`config.mk`:
```
export PLATFORM = sky130hd
export DESIGN_NAME = multicycle_control_unit
export DESIGN_NICKNAME = d
export VERILOG_FILES = /design/src/rtl/multicycle_control_unit.sv
export SDC_FILE = /design/constraint.sdc
export NUM_CORES = 1
export LEC_CHECK = 0
export CAP_MARGIN = 10
export CORE_ASPECT_RATIO = 1.4
export CORE_MARGIN = 2
export CORE_UTILIZATION = 48
export CTS_CLUSTER_SIZE = 40
export DETAILED_ROUTE_END_ITERATION = 8
export PLACE_DENSITY = 0.81
export SLEW_MARGIN = 20
export SYNTH_ARGS = -nofsm -noshare
export SYNTH_HDL_FRONTEND = slang
export SYNTH_SLANG_ARGS = --single-unit
```
`constraint.sdc`:
```
create_clock -name clk -period 2.7 [get_ports clk]
set_input_delay 0.405 -clock clk [delete_from_list [all_inputs] [get_ports clk]]
set_output_delay 0.405 -clock clk [all_outputs]
set_load 0.01 [all_outputs]
```
`src/rtl/multicycle_control_unit.sv`:
```
// -----------------------------------------------------------------------------
// multicycle_control_unit
//
// Moore-style sequencer for a multi-cycle RV32I datapath that shares a single
// instruction/data memory behind a ready handshake. Supported instructions are
// add/sub/and/or/slt, addi/andi/ori/slti, lw, sw, beq, bne, jal and lui.
// Illegal encodings and memory accesses that never complete drive the FSM into
// an absorbing TRAP state. Only reset leaves that state.
//
// Ports
//   clk, rst_n          clock (rising edge) and asynchronous active-low reset
//   opcode, funct3,     instruction fields taken from the instruction register
//   funct7_5
//   zero                ALU result == 0, used by beq/bne
//   mem_ready           memory finishes the current access this cycle
//   pc_write, ir_write  PC load; instruction register and old-PC load
//   adr_src             memory address select (0 = PC, 1 = ALUOut)
//   mem_read, mem_write memory requests
//   reg_write           register file write
//   alu_src_a/_b        ALU operand selects
//   result_src          result bus select
//   imm_src             immediate format (I/S/B/J/U)
//   alu_ctrl            ALU operation
//   trap                sticky error flag
//   state_dbg           current state encoding
// -----------------------------------------------------------------------------
module multicycle_control_unit #(
    parameter int ALU_CTRL_W  = 3,
    parameter int MEM_TIMEOUT = 16,
    parameter int TO_CNT_W    = 5
) (
    input  logic                  clk,
    input  logic                  rst_n,
    input  logic [6:0]            opcode,
    input  logic [2:0]            funct3,
    input  logic                  funct7_5,
    input  logic                  zero,
    input  logic                  mem_ready,
    output logic                  pc_write,
    output logic                  ir_write,
    output logic                  adr_src,
    output logic                  mem_read,
    output logic                  mem_write,
    output logic                  reg_write,
    output logic [1:0]            alu_src_a,
    output logic [1:0]            alu_src_b,
    output logic [1:0]            result_src,
    output logic [2:0]            imm_src,
    output logic [ALU_CTRL_W-1:0] alu_ctrl,
    output logic                  trap,
    output logic [3:0]            state_dbg
);

    typedef enum logic [3:0] {
        S_FETCH    = 4'd0,
        S_DECODE   = 4'd1,
        S_MEMADR   = 4'd2,
        S_MEMREAD  = 4'd3,
        S_MEMWB    = 4'd4,
        S_MEMWRITE = 4'd5,
        S_EXECR    = 4'd6,
        S_EXECI    = 4'd7,
        S_ALUWB    = 4'd8,
        S_BRANCH   = 4'd9,
        S_JAL      = 4'd10,
        S_LUI      = 4'd11,
        S_TRAP     = 4'd15
    } state_t;

    // Opcodes
    localparam logic [6:0] OP_LOAD   = 7'b0000011;
    localparam logic [6:0] OP_STORE  = 7'b0100011;
    localparam logic [6:0] OP_RTYPE  = 7'b0110011;
    localparam logic [6:0] OP_ITYPE  = 7'b0010011;
    localparam logic [6:0] OP_BRANCH = 7'b1100011;
    localparam logic [6:0] OP_JAL    = 7'b1101111;
    localparam logic [6:0] OP_LUI    = 7'b0110111;

    // funct3 values
    localparam logic [2:0] F3_ADD  = 3'b000;
    localparam logic [2:0] F3_SLT  = 3'b010;
    localparam logic [2:0] F3_OR   = 3'b110;
    localparam logic [2:0] F3_AND  = 3'b111;
    localparam logic [2:0] F3_WORD = 3'b010;
    localparam logic [2:0] F3_BEQ  = 3'b000;
    localparam logic [2:0] F3_BNE  = 3'b001;

    // ALU operations
    localparam logic [2:0] ALU_ADD = 3'b000;
    localparam logic [2:0] ALU_SUB = 3'b001;
    localparam logic [2:0] ALU_AND = 3'b010;
    localparam logic [2:0] ALU_OR  = 3'b011;
    localparam logic [2:0] ALU_SLT = 3'b101;

    // Immediate formats
    localparam logic [2:0] IMM_I = 3'b000;
    localparam logic [2:0] IMM_S = 3'b001;
    localparam logic [2:0] IMM_B = 3'b010;
    localparam logic [2:0] IMM_J = 3'b011;
    localparam logic [2:0] IMM_U = 3'b100;

    // Operand / result selects
    localparam logic [1:0] A_PC    = 2'b00;
    localparam logic [1:0] A_OLDPC = 2'b01;
    localparam logic [1:0] A_RS1   = 2'b10;
    localparam logic [1:0] A_ZERO  = 2'b11;
    localparam logic [1:0] B_RS2   = 2'b00;
    localparam logic [1:0] B_IMM   = 2'b01;
    localparam logic [1:0] B_FOUR  = 2'b10;
    localparam logic [1:0] R_ALUOUT = 2'b00;
    localparam logic [1:0] R_MEM    = 2'b01;
    localparam logic [1:0] R_ALU    = 2'b10;

    // Last counter value before a stalled access is declared dead.
    localparam logic [TO_CNT_W-1:0] TO_LAST =
        TO_CNT_W'((MEM_TIMEOUT > 0) ? MEM_TIMEOUT - 1 : 0);

    typedef struct packed {
        logic       pc_write;
        logic       ir_write;
        logic       adr_src;
        logic       mem_read;
        logic       mem_write;
        logic       reg_write;
        logic [1:0] alu_src_a;
        logic [1:0] alu_src_b;
        logic [1:0] result_src;
        logic [2:0] imm_src;
        logic [2:0] alu_op;
    } ctrl_t;

    state_t              state;
    state_t              state_next;
    ctrl_t               ctrl;
    logic [TO_CNT_W-1:0] to_cnt;
    logic                trap_q;
    logic                waiting;
    logic                timed_out;

    function automatic logic alu_f3_ok(input logic [2:0] f3);
        return (f3 == F3_ADD) || (f3 == F3_SLT) || (f3 == F3_OR) || (f3 == F3_AND);
    endfunction

    // funct7_5 selects sub only for funct3 000; I-type callers pass 0.
    function automatic logic [2:0] alu_op_for(input logic [2:0] f3, input logic sub);
        case (f3)
            F3_ADD:  return sub ? ALU_SUB : ALU_ADD;
            F3_AND:  return ALU_AND;
            F3_OR:   return ALU_OR;
            F3_SLT:  return ALU_SLT;
            default: return ALU_ADD;
        endcase
    endfunction

    // States that stall on the memory handshake and are guarded by the timeout.
    assign waiting   = (state == S_FETCH) || (state == S_MEMREAD) || (state == S_MEMWRITE);
    assign timed_out = (MEM_TIMEOUT != 0) && (to_cnt == TO_LAST);

    always_comb begin
        // NOTE: every output gets a default before the case so that no path
        // leaves a variable unassigned and a latch cannot be inferred.
        ctrl       = '0;
        state_next = state;

        case (state)
            S_FETCH: begin
                ctrl.mem_read   = 1'b1;
                ctrl.alu_src_a  = A_PC;
                ctrl.alu_src_b  = B_FOUR;
                ctrl.result_src = R_ALU;
                ctrl.alu_op     = ALU_ADD;
                // A ready cycle beats a timeout detected in the same cycle.
                if (mem_ready) begin
                    ctrl.ir_write = 1'b1;
                    ctrl.pc_write = 1'b1;
                    state_next    = S_DECODE;
                end else if (timed_out) begin
                    state_next = S_TRAP;
                end
            end

            S_DECODE: begin
                // Speculative branch/jump target into ALUOut.
                ctrl.alu_src_a = A_OLDPC;
                ctrl.alu_src_b = B_IMM;
                ctrl.imm_src   = (opcode == OP_JAL) ? IMM_J : IMM_B;
                ctrl.alu_op    = ALU_ADD;
                case (opcode)
                    OP_LOAD, OP_STORE: state_next = (funct3 == F3_WORD) ? S_MEMADR : S_TRAP;
                    OP_RTYPE:  state_next = alu_f3_ok(funct3) ? S_EXECR : S_TRAP;
                    OP_ITYPE:  state_next = alu_f3_ok(funct3) ? S_EXECI : S_TRAP;
                    OP_BRANCH: state_next = ((funct3 == F3_BEQ) || (funct3 == F3_BNE))
                                            ? S_BRANCH : S_TRAP;
                    OP_JAL:    state_next = S_JAL;
                    OP_LUI:    state_next = S_LUI;
                    default:   state_next = S_TRAP;
                endcase
            end

            S_MEMADR: begin
                ctrl.alu_src_a = A_RS1;
                ctrl.alu_src_b = B_IMM;
                ctrl.alu_op    = ALU_ADD;
                ctrl.imm_src   = (opcode == OP_STORE) ? IMM_S : IMM_I;
                state_next     = (opcode == OP_STORE) ? S_MEMWRITE : S_MEMREAD;
            end

            S_MEMREAD: begin
                ctrl.mem_read = 1'b1;
                ctrl.adr_src  = 1'b1;
                if (mem_ready)      state_next = S_MEMWB;
                else if (timed_out) state_next = S_TRAP;
            end

            S_MEMWB: begin
                ctrl.reg_write  = 1'b1;
                ctrl.result_src = R_MEM;
                state_next      = S_FETCH;
            end

            S_MEMWRITE: begin
                ctrl.mem_write = 1'b1;
                ctrl.adr_src   = 1'b1;
                if (mem_ready)      state_next = S_FETCH;
                else if (timed_out) state_next = S_TRAP;
            end

            S_EXECR: begin
                ctrl.alu_src_a = A_RS1;
                ctrl.alu_src_b = B_RS2;
                ctrl.alu_op    = alu_op_for(funct3, funct7_5);
                state_next     = S_ALUWB;
            end

            S_EXECI: begin
                ctrl.alu_src_a = A_RS1;
                ctrl.alu_src_b = B_IMM;
                ctrl.imm_src   = IMM_I;
                ctrl.alu_op    = alu_op_for(funct3, 1'b0);
                state_next     = S_ALUWB;
            end

            S_ALUWB: begin
                ctrl.reg_write  = 1'b1;
                ctrl.result_src = R_ALUOUT;
                state_next      = S_FETCH;
            end

            S_BRANCH: begin
                ctrl.alu_src_a  = A_RS1;
                ctrl.alu_src_b  = B_RS2;
                ctrl.alu_op     = ALU_SUB;
                ctrl.result_src = R_ALUOUT;
                ctrl.pc_write   = (funct3 == F3_BNE) ? ~zero : zero;
                state_next      = S_FETCH;
            end

            S_JAL: begin
                // PC takes the target computed in DECODE while the ALU forms
                // the link address oldPC + 4 for the following ALUWB.
                ctrl.alu_src_a  = A_OLDPC;
                ctrl.alu_src_b  = B_FOUR;
                ctrl.alu_op     = ALU_ADD;
                ctrl.result_src = R_ALUOUT;
                ctrl.imm_src    = IMM_J;
                ctrl.pc_write   = 1'b1;
                state_next      = S_ALUWB;
            end

            S_LUI: begin
                ctrl.alu_src_a = A_ZERO;
                ctrl.alu_src_b = B_IMM;
                ctrl.imm_src   = IMM_U;
                ctrl.alu_op    = ALU_ADD;
                state_next     = S_ALUWB;
            end

            S_TRAP:  state_next = S_TRAP;
            default: state_next = S_TRAP;
        endcase
    end

    always_ff @(posedge clk or negedge rst_n) begin
        // NOTE: sequential state uses non-blocking assignments so every
        // register samples the pre-edge values, independent of statement order.
        if (!rst_n) begin
            state  <= S_FETCH;
            to_cnt <= '0;
            trap_q <= 1'b0;
        end else begin
            state  <= state_next;
            trap_q <= trap_q | (state_next == S_TRAP);
            if ((state_next != state) || mem_ready) begin
                to_cnt <= '0;
            end else if (waiting) begin
                to_cnt <= to_cnt + 1'b1;
            end
        end
    end

    // NOTE: outputs are gated by rst_n combinationally so write enables drop
    // the instant reset asserts, not at the next clock edge.
    assign pc_write   = rst_n & ctrl.pc_write;
    assign ir_write   = rst_n & ctrl.ir_write;
    assign adr_src    = rst_n & ctrl.adr_src;
    assign mem_read   = rst_n & ctrl.mem_read;
    assign mem_write  = rst_n & ctrl.mem_write;
    assign reg_write  = rst_n & ctrl.reg_write;
    assign alu_src_a  = rst_n ? ctrl.alu_src_a  : 2'b00;
    assign alu_src_b  = rst_n ? ctrl.alu_src_b  : 2'b00;
    assign result_src = rst_n ? ctrl.result_src : 2'b00;
    assign imm_src    = rst_n ? ctrl.imm_src    : 3'b000;
    assign alu_ctrl   = rst_n ? ALU_CTRL_W'(ctrl.alu_op) : '0;
    assign trap       = rst_n & trap_q;
    assign state_dbg  = rst_n ? state : S_FETCH;

endmodule

```
# Word level (Yosys, flattened, before mapping)
# Cells that the tools add are included.
# totals
register_bits	10
wordCells	92
# op_classes
n_eq_ne	25
add_sub_neg	1
reduce_logical	18
n_mux	36
bitwise_logic	9
# op_table
operator	count
one-hot mux 4 bit (6 select lines)	2
2-to-1 mux 4 bit	8
one-hot mux 4 bit (7 select lines)	1
one-hot mux 3 bit (4 select lines)	2
equality test 7 x 6 -> 1 bit, second input constant	3
equality test 4 bit, second input constant	5
one-hot mux 3 bit (3 select lines)	2
equality test 4 x 3 -> 1 bit, second input constant	4
equality test 7 bit, second input constant	2
2-to-1 mux 3 bit	4
OR reduction 2 bit	6
2-to-1 mux 5 bit	2
2-to-1 mux 1 bit	9
equality test 4 x 2 -> 1 bit, second input constant	2
2-to-1 mux 2 bit	4
AND 1 bit	7
equality test 7 x 2 -> 1 bit, second input constant	1
equality test 7 x 5 -> 1 bit, second input constant	1
logical OR 1 bit	7
equality test 3 bit, second input constant	2
adder 5 x 1 -> 5 bit, second input constant	1
equality test 5 x 4 -> 1 bit, second input constant	1
equality test 4 x 1 -> 1 bit, second input constant	1
zero test 4 bit	1
other kinds (11)	11

# Logic depth before layout (Yosys ltp)
# Gate-level depths: netlist (run 1).
# depth
ltp_word	10
mapped_depth	9

# Least setup slack after synthesis (run 1)
# OpenSTA, ideal clock, no wires.
# synth_timing
kind	register to register
start	reg to_cnt[0]
end	reg to_cnt[4]
period_less_slack_ns	2.377
setup_time_ns	0.111
path_stages_with_launch	10
required_ns	2.589
path_buffers	0
arrival_ns	2.265
path_slack_ns	0.323
path_cell_list	dfrtp_1 ha_1 and3_1 ha_1 or3b_1 a21o_1 a211oi_1 or3_1 o2111ai_2 a2111oi_2
# synth_via
elab_chain_cells	7
word_cells_on_any_way	12
classes_between	1 x add/sub; 2 x eq/ne; 7 x mux; 2 x reduce/logical
# synth_rtl
element	line	rtl
start: declaration	135	logic [TO_CNT_W-1:0] to_cnt;
start signal: assignment	296	to_cnt <= to_cnt + 1'b1;
equality test 5 x 4 -> 1 bit	157	assign timed_out = (MEM_TIMEOUT != 0) && (to_cnt == TO_LAST);
2-to-1 mux 4 bit	177, 212, 225	
2-to-1 mux 4 bit, on equally long branches	224, 173, 211	
one-hot mux 4 bit (7 select lines)	165	case (state)
inequality test 4 bit	293	if ((state_next != state) || mem_ready) begin
logical OR 1 bit	293	
2-to-1 mux 5 bit / nonzero test 2 bit (equally long branches)	-	
# Several ways; a longest one is shown, not always the timed one. The select of a mux whose other input is x is not followed.
# A chain may end at the register's enable or synchronous reset.

# Worst setup path in the final report (run 1)
# Ends and elaborated chain as after synthesis.

==> metrics.yaml, run 1 <==
synth.yosys.seq_area_share_pct: 18.9
critical_path_cell_by_cell: "ha_1 > and3_1 > ha_1 > and3b_1 > o22ai_1 > a21oi_1 > a311oi_1 > o2111ai_2 > a2111oi_2"
postSynthRegisterBits: 10
yosys-top-cells-area: "sky130_fd_sc_hd__dfrtp_1, sky130_fd_sc_hd__nor2_1, sky130_fd_sc_hd__and2_1"
pre_cts_setup_slack_ns: -0.0482
tritoncts: "done"
coreArea_um2: 2620
p_switching_mw: 0.732
finalPower_mw: 1.52
wire_per_inst_um: 14.2
post-route-period-util_pct: 94.6
clockBufferDepth: 2
min_from: "trap_q$_DFF_PN0_"
p_per_area_nw_per_um2: 810
synth_warnings: 0
critical-path-max-stage-delay_ns: 0.40
setup_repair_after_global_routing_missed_its_margin: "no"
filler_cells: 222
drt-initial-drc-count: 40
drt_wl_total_um: 3730
final-setup-viol-count: 0
timing_worst_setup_path_type: "flop to flop"
timing.fmax_mhz: 391
layout-area-overhead-vs-synth_pct: 42.0
worst_hold_path_type: "flop to flop"
power.sequential.fraction_pct: 17.3
dieArea_um2: 3200
drive_gt1_share_pct: 15.5
route.vias.total: 1502
route.detailed.drc: 0
setup.worst_path.start: "to_cnt[0]$_DFFE_PN0P_"
critical_path.most_common_cell: "sky130_fd_sc_hd__ha_1"
synthMostInstantiatedCell: "sky130_fd_sc_hd__nor2_1"
critical_path_buf_inv_count: 0
post-dp-hpwl_um: 3080
switching_share_pct: 48.0
number_of_buffers_inserted_by_hold_repair_at_cts: 0
setup.worst_path.start_class: "flop"
start_util_pct: 50.7
clk_root_buffer_cell: "sky130_fd_sc_hd__clkbuf_4"
final-max-slew-violation-count: 0
htree_levels: 1
dieWidth_um: 48.4
p_int_mw: 0.792
top_ff_cell_synth: "sky130_fd_sc_hd__dfrtp_1"
critical_path_arrival_ns: 2.72
clock_network_fraction_of_design_power_pct: 8.9
worst_clock_skew_ns: 0.00121
worst-slew-pin-transition_ns: 0.553
clkTransAtPathRegs_ns: 0.07
post_synth_num_cell_types: 61
detailedRoute.firstPassIterationCount: 4
power.share.combinational_pct: 73.8
slew_headroom_pct: 63.0
max-vdd-ir-drop_mv: 0.607
io-pin-count: 38
finish.utilization_pct: 72.0
placement.io_buffers: 37
routabilityCongestion: 0.892
critical_path.endpoint: "to_cnt[4]$_DFFE_PN0P_"
ant_nets: 0
worst_reg2reg_path_endpoint: "to_cnt[4]$_DFFE_PN0P_"
clock_insertion_delay_worst_skew_ns: 0.27
y_dimension_of_the_die_um: 66.2
total_leakage_power_nw: 0.735
timing.final.hold_violations: 0
path_depth: 9
timing.max_cap.violations: 0
post_synth_inst_count: 175
final.setup.worst_slack_ns: 0.145
outcome: "completed"
final_period_minus_worst_setup_slack_ns: 2.55
r2r_slack_ns: 0.15
share_of_yosys_cell_area_claimed_by_the_top_area_cell_type_pct: 18.9
num_antenna_cells: 0
post_synth_most_frequent_cells: "sky130_fd_sc_hd__nor2_1, sky130_fd_sc_hd__nand2_1, sky130_fd_sc_hd__dfrtp_1"
reg2reg_from: "to_cnt[0]$_DFFE_PN0P_"
synth_enable_flop_cells: 0
cts_made_buffers: 3
synth.largest_area_cell: "sky130_fd_sc_hd__dfrtp_1"
worstRegToRegCells: 9
worst_path_max_delay_cell: "sky130_fd_sc_hd__dfrtp_1"
grt_max_degree: 15
grt_util_all_layers_pct: 24.6
synth_nets: 192
final_nets: 244
netlist_area_um2: 1330
average_size_of_a_mapped_cell_um2: 7.57
critical_path_required_ns: 2.86
critical-path-top-delay-family: "compound AO/OA/AOI/OAI gates"
cp_max_fanout: 6
cts_num_sinks: 10
rows: 22
grt_pass1_wl_um: 6330
async_flop_share_pct: 100
number_of_antenna_violations_at_the_first_check_in_global_routing: 0
first_global_vias: 1481
grt_overflow: 0
worst_setup_path_end_kind: "flop"
vias_per_cell: 5.73
==> state kept, by name (all words and copies together), names as in the netlist <==
signal / cells
state: 4
trap_q: 1
to_cnt: 5
==> routing by layer <==
metal  up-vias  track usage (%)  part of all wire, %
met5         -                0                    0
met4         0             8.21                 0.99
met3         5             3.39                  3.5
met2        44             50.9                   56
met1       695             24.7                   40
li1        758                -                    -
==> power groups by stage <==
stage / Clock (mW) / Sequential (mW) / Combinational (mW)
floorplan: 0 / 0.229 / 0.761
global placement: 0 / 0.262 / 1.07
detailed placement: 0 / 0.264 / 1.10
CTS: 0.140 / 0.261 / 1.10
global route: 0.146 / 0.271 / 1.22
finish: 0.136 / 0.263 / 1.12
==> stage by stage <==
stage               setup TNS, ns  cell area (um^2)  cells  hold WS [ns]
floorplan                       0              1330    175         0.109
global placement          -0.0417              1830    257         0.455
detailed placement        -0.0482              1830    257         0.469
CTS                             0              1860    261         0.485
global route                    0              1880    262         0.486
finish                          0              1880    262         0.476
==> worst register-to-register path, cell delays in order, from the launching register on <==
cell	delay (ns)
sky130_fd_sc_hd__dfrtp_1	0.40
sky130_fd_sc_hd__ha_1	0.22
sky130_fd_sc_hd__and3_1	0.18
sky130_fd_sc_hd__ha_1	0.24
sky130_fd_sc_hd__and3b_1	0.19
sky130_fd_sc_hd__o22ai_1	0.23
sky130_fd_sc_hd__a21oi_1	0.11
sky130_fd_sc_hd__a311oi_1	0.32
sky130_fd_sc_hd__o2111ai_2	0.20
sky130_fd_sc_hd__a2111oi_2	0.35
==> layout make-up <==
cell class	count	area, um^2	share of cell area [%]
Clock buffer	4	36.3	1.93
Inverter	4	15.0	0.798
Multi-Input combinational cell	152	1020	54.4
Sequential cell	10	250	13.3
Tap cell	36	45.0	2.39
Timing Repair Buffer	56	512	27.2
==> cell usage in the layout, fill, tap and decap left out, drive strengths merged, types with 4 or more instances in the layout <==
cell / instances
inv: 4
nand2b: 5
nor3: 9
dfrtp: 10
buf: 19
and2: 9
a21oi: 9
nand2: 14
clkdlybuf4s50: 36
nor2: 22
xor2: 4
nand3: 5
nor2b: 8
clkbuf: 4
o21ai: 7
==> timing repair <==
action | CTS | global route
buffers inserted | 0 | 1
pin swaps | 0 | 1
endpoints found under the hold margin | 0 | 0
setup endpoints to repair | 1 | 2
resized for setup | 1 | 2
==> how the worst min path moves through the flow <==
stage / endpoint / cells after the start
floorplan: state[0]$_DFF_PN0_ / 0
global placement: trap_q$_DFF_PN0_ / 1
detailed placement: trap_q$_DFF_PN0_ / 1
CTS: trap_q$_DFF_PN0_ / 1
global route: trap_q$_DFF_PN0_ / 1
finish: trap_q$_DFF_PN0_ / 1
==> cells by family (layout without fill, tap and decap cells) <==
family	Yosys count	in the layout	synth area share [%]
compound gates	46	46	28.0
simple gates	95	95	40.3
mux	3	3	2.27
fa+ha+maj	2	2	1.89
flops	10	10	18.9
xor+xnor	6	6	3.97
buf+inv	13	64	4.72
Note: power is estimated with default switching activity, not from simulation.
==> run 2, diff against run 1 <==
Settings changed: CORE_MARGIN 2 to unset.
==> metrics.yaml, run 2 (synthesis gave the netlist of run 1 again) <==
outcome: "completed"
worst_clock_skew_ns: 0.00182
critical_path_required_ns: 2.30
reg.largest.list: "to_cnt x5, state x4, trap_q x1"
rows: 22
htree_levels: 1
coreArea_um2: 2620
mostFrequentLayoutCell: "sky130_fd_sc_hd__clkdlybuf4s50_1"
final-setup-viol-count: 0
detailedRoute.firstPassIterationCount: 4
dieWidth_um: 46.4
layout-area-overhead-vs-synth_pct: 40.9
dieArea_um2: 2980
p_per_area_nw_per_um2: 792
reg2reg_from: "to_cnt[0]$_DFFE_PN0P_"
placement.io_buffers: 37
setup.worst_path.start_class: "input port"
cts_made_buffers: 3
grt_util_all_layers_pct: 29.9
num_antenna_cells: 0
setup_repair_after_global_routing_missed_its_margin: "no"
mostFrequentLayoutCells: "sky130_fd_sc_hd__clkdlybuf4s50_1, sky130_fd_sc_hd__nor2_1, sky130_fd_sc_hd__buf_4, sky130_fd_sc_hd__nand2_1"
setup_tns_ns: 0
wire_per_inst_um: 14.8
drive_gt1_share_pct: 15.7
y_dimension_of_the_die_um: 64.2
clkTransAtPathRegs_ns: 0.06
route.vias.total: 1534
clockBufferDepth: 2
largest-register: "to_cnt"
grt_pass1_wl_um: 6730
timing.fmax_mhz: 390
worst_hold_slack_ns: 0.490
grt_overflow: 0
routabilityCongestion: 0.905
io-pin-count: 38
post-cts-setup-buffers: 0
clk_root_buffer_cell: "sky130_fd_sc_hd__clkbuf_4"
post-route-period-util_pct: 94.9
min_from: "trap_q$_DFF_PN0_"
vias_per_cell: 5.92
hold_path_depth: 1
ant_nets: 0
number_of_antenna_violations_at_the_first_check_in_global_routing: 0
worst_setup_path_end_kind: "output pin"
timing.hold.worst_endpoint: "trap_q$_DFF_PN0_"
clock_insertion_delay_worst_skew_ns: 0.27
largest_register_ff_count: 5
cp_max_fanout: 12
cts_num_sinks: 10
filler_cells: 220
final_period_minus_worst_setup_slack_ns: 2.56
first_global_vias: 1526
grt_max_degree: 22
route.detailed.drc: 0
max-vdd-ir-drop_mv: 0.560
timing.max_cap.violations: 0
drt_wl_total_um: 3850
drt-initial-drc-count: 50
start_util_pct: 50.7
final_nets: 242
worst-slew-pin-transition_ns: 0.530
post-dp-hpwl_um: 3130
timing.final.hold_violations: 0
worst_hold_path_type: "flop to flop"
timing_worst_setup_path_type: "input port to output pin"
r2r_slack_ns: 0.15
final-max-slew-violation-count: 0
tritoncts: "done"
worstRegToRegCells: 9
total_leakage_power_nw: 0.734
critical_path_arrival_ns: 2.16
slew_headroom_pct: 64.5
worst_reg2reg_path_endpoint: "to_cnt[4]$_DFFE_PN0P_"
-- run 2: timing repair --
| item | CTS | global route |
|---|---|---|
| cloned | 0 | 0 |
| pin swaps | 0 | 0 |
| hold buffers | 0 | 0 |
| setup endpoints to repair | 1 | 10 |
| resized for setup | 1 | 7 |
-- run 2: cell type report --
cell class / instances / area, um^2 / share of cell area, %
Clock buffer: 3 / 22.5 / 1.21
Inverter: 4 / 15.0 / 0.804
Multi-Input combinational cell: 152 / 1030 / 55.2
Sequential cell: 10 / 253 / 13.5
Tap cell: 36 / 45.0 / 2.41
Timing Repair Buffer: 54 / 502 / 26.9
-- run 2: metal layers --
metal | track usage [%] | vias to the layer above | part of all wire [%]
met5 | 0 | - | 0
met4 | 13.2 | 0 | 2.5
met3 | 4.52 | 12 | 3.3
met2 | 52.3 | 51 | 56
met1 | 33.3 | 728 | 39
li1 | - | 743 | -
-- run 2: critical path: stages --
cell                              delay [ns]
sky130_fd_sc_hd__clkdlybuf4s50_1        0.71
sky130_fd_sc_hd__and2_1                 0.21
sky130_fd_sc_hd__nand3_1                0.10
sky130_fd_sc_hd__nor3_1                 0.17
sky130_fd_sc_hd__clkdlybuf4s50_1        0.56
-- run 2: stage by stage --
stage          instances  utilization, %  setup WS [ns]  instance area (um^2)  power [mW]
2_1_floorplan        175               -          0.323                  1330       0.990
4_1_cts              259            70.4         0.0327                  1840        1.46
3_3_place_gp         256            69.6        -0.0415                  1820        1.31
5_1_grt              259            71.4        0.00201                  1870        1.60
3_5_place_dp         256            69.6        -0.0350                  1820        1.35
6_report             259            71.4          0.139                  1870        1.48
-- run 2: power by group --
group / switching, mW / internal [mW]
Clock: 0.0532 / 0.0517
Combinational: 0.602 / 0.498
Sequential: 0.0803 / 0.194
-- run 2: worst max-delay path by stage --
stage,from,to,slack (ns),depth (start not counted)
3_3_place_gp,opcode[4],imm_src[0],-0.04,6
2_1_floorplan,to_cnt[0]$_DFFE_PN0P_,to_cnt[4]$_DFFE_PN0P_,0.32,9
3_5_place_dp,opcode[6],imm_src[0],-0.04,6
5_1_grt,to_cnt[0]$_DFFE_PN0P_,to_cnt[0]$_DFFE_PN0P_,0.002,10
6_report,rst_n,alu_ctrl[2],0.14,5
4_1_cts,state[2]$_DFF_PN0_,alu_ctrl[0],0.03,5
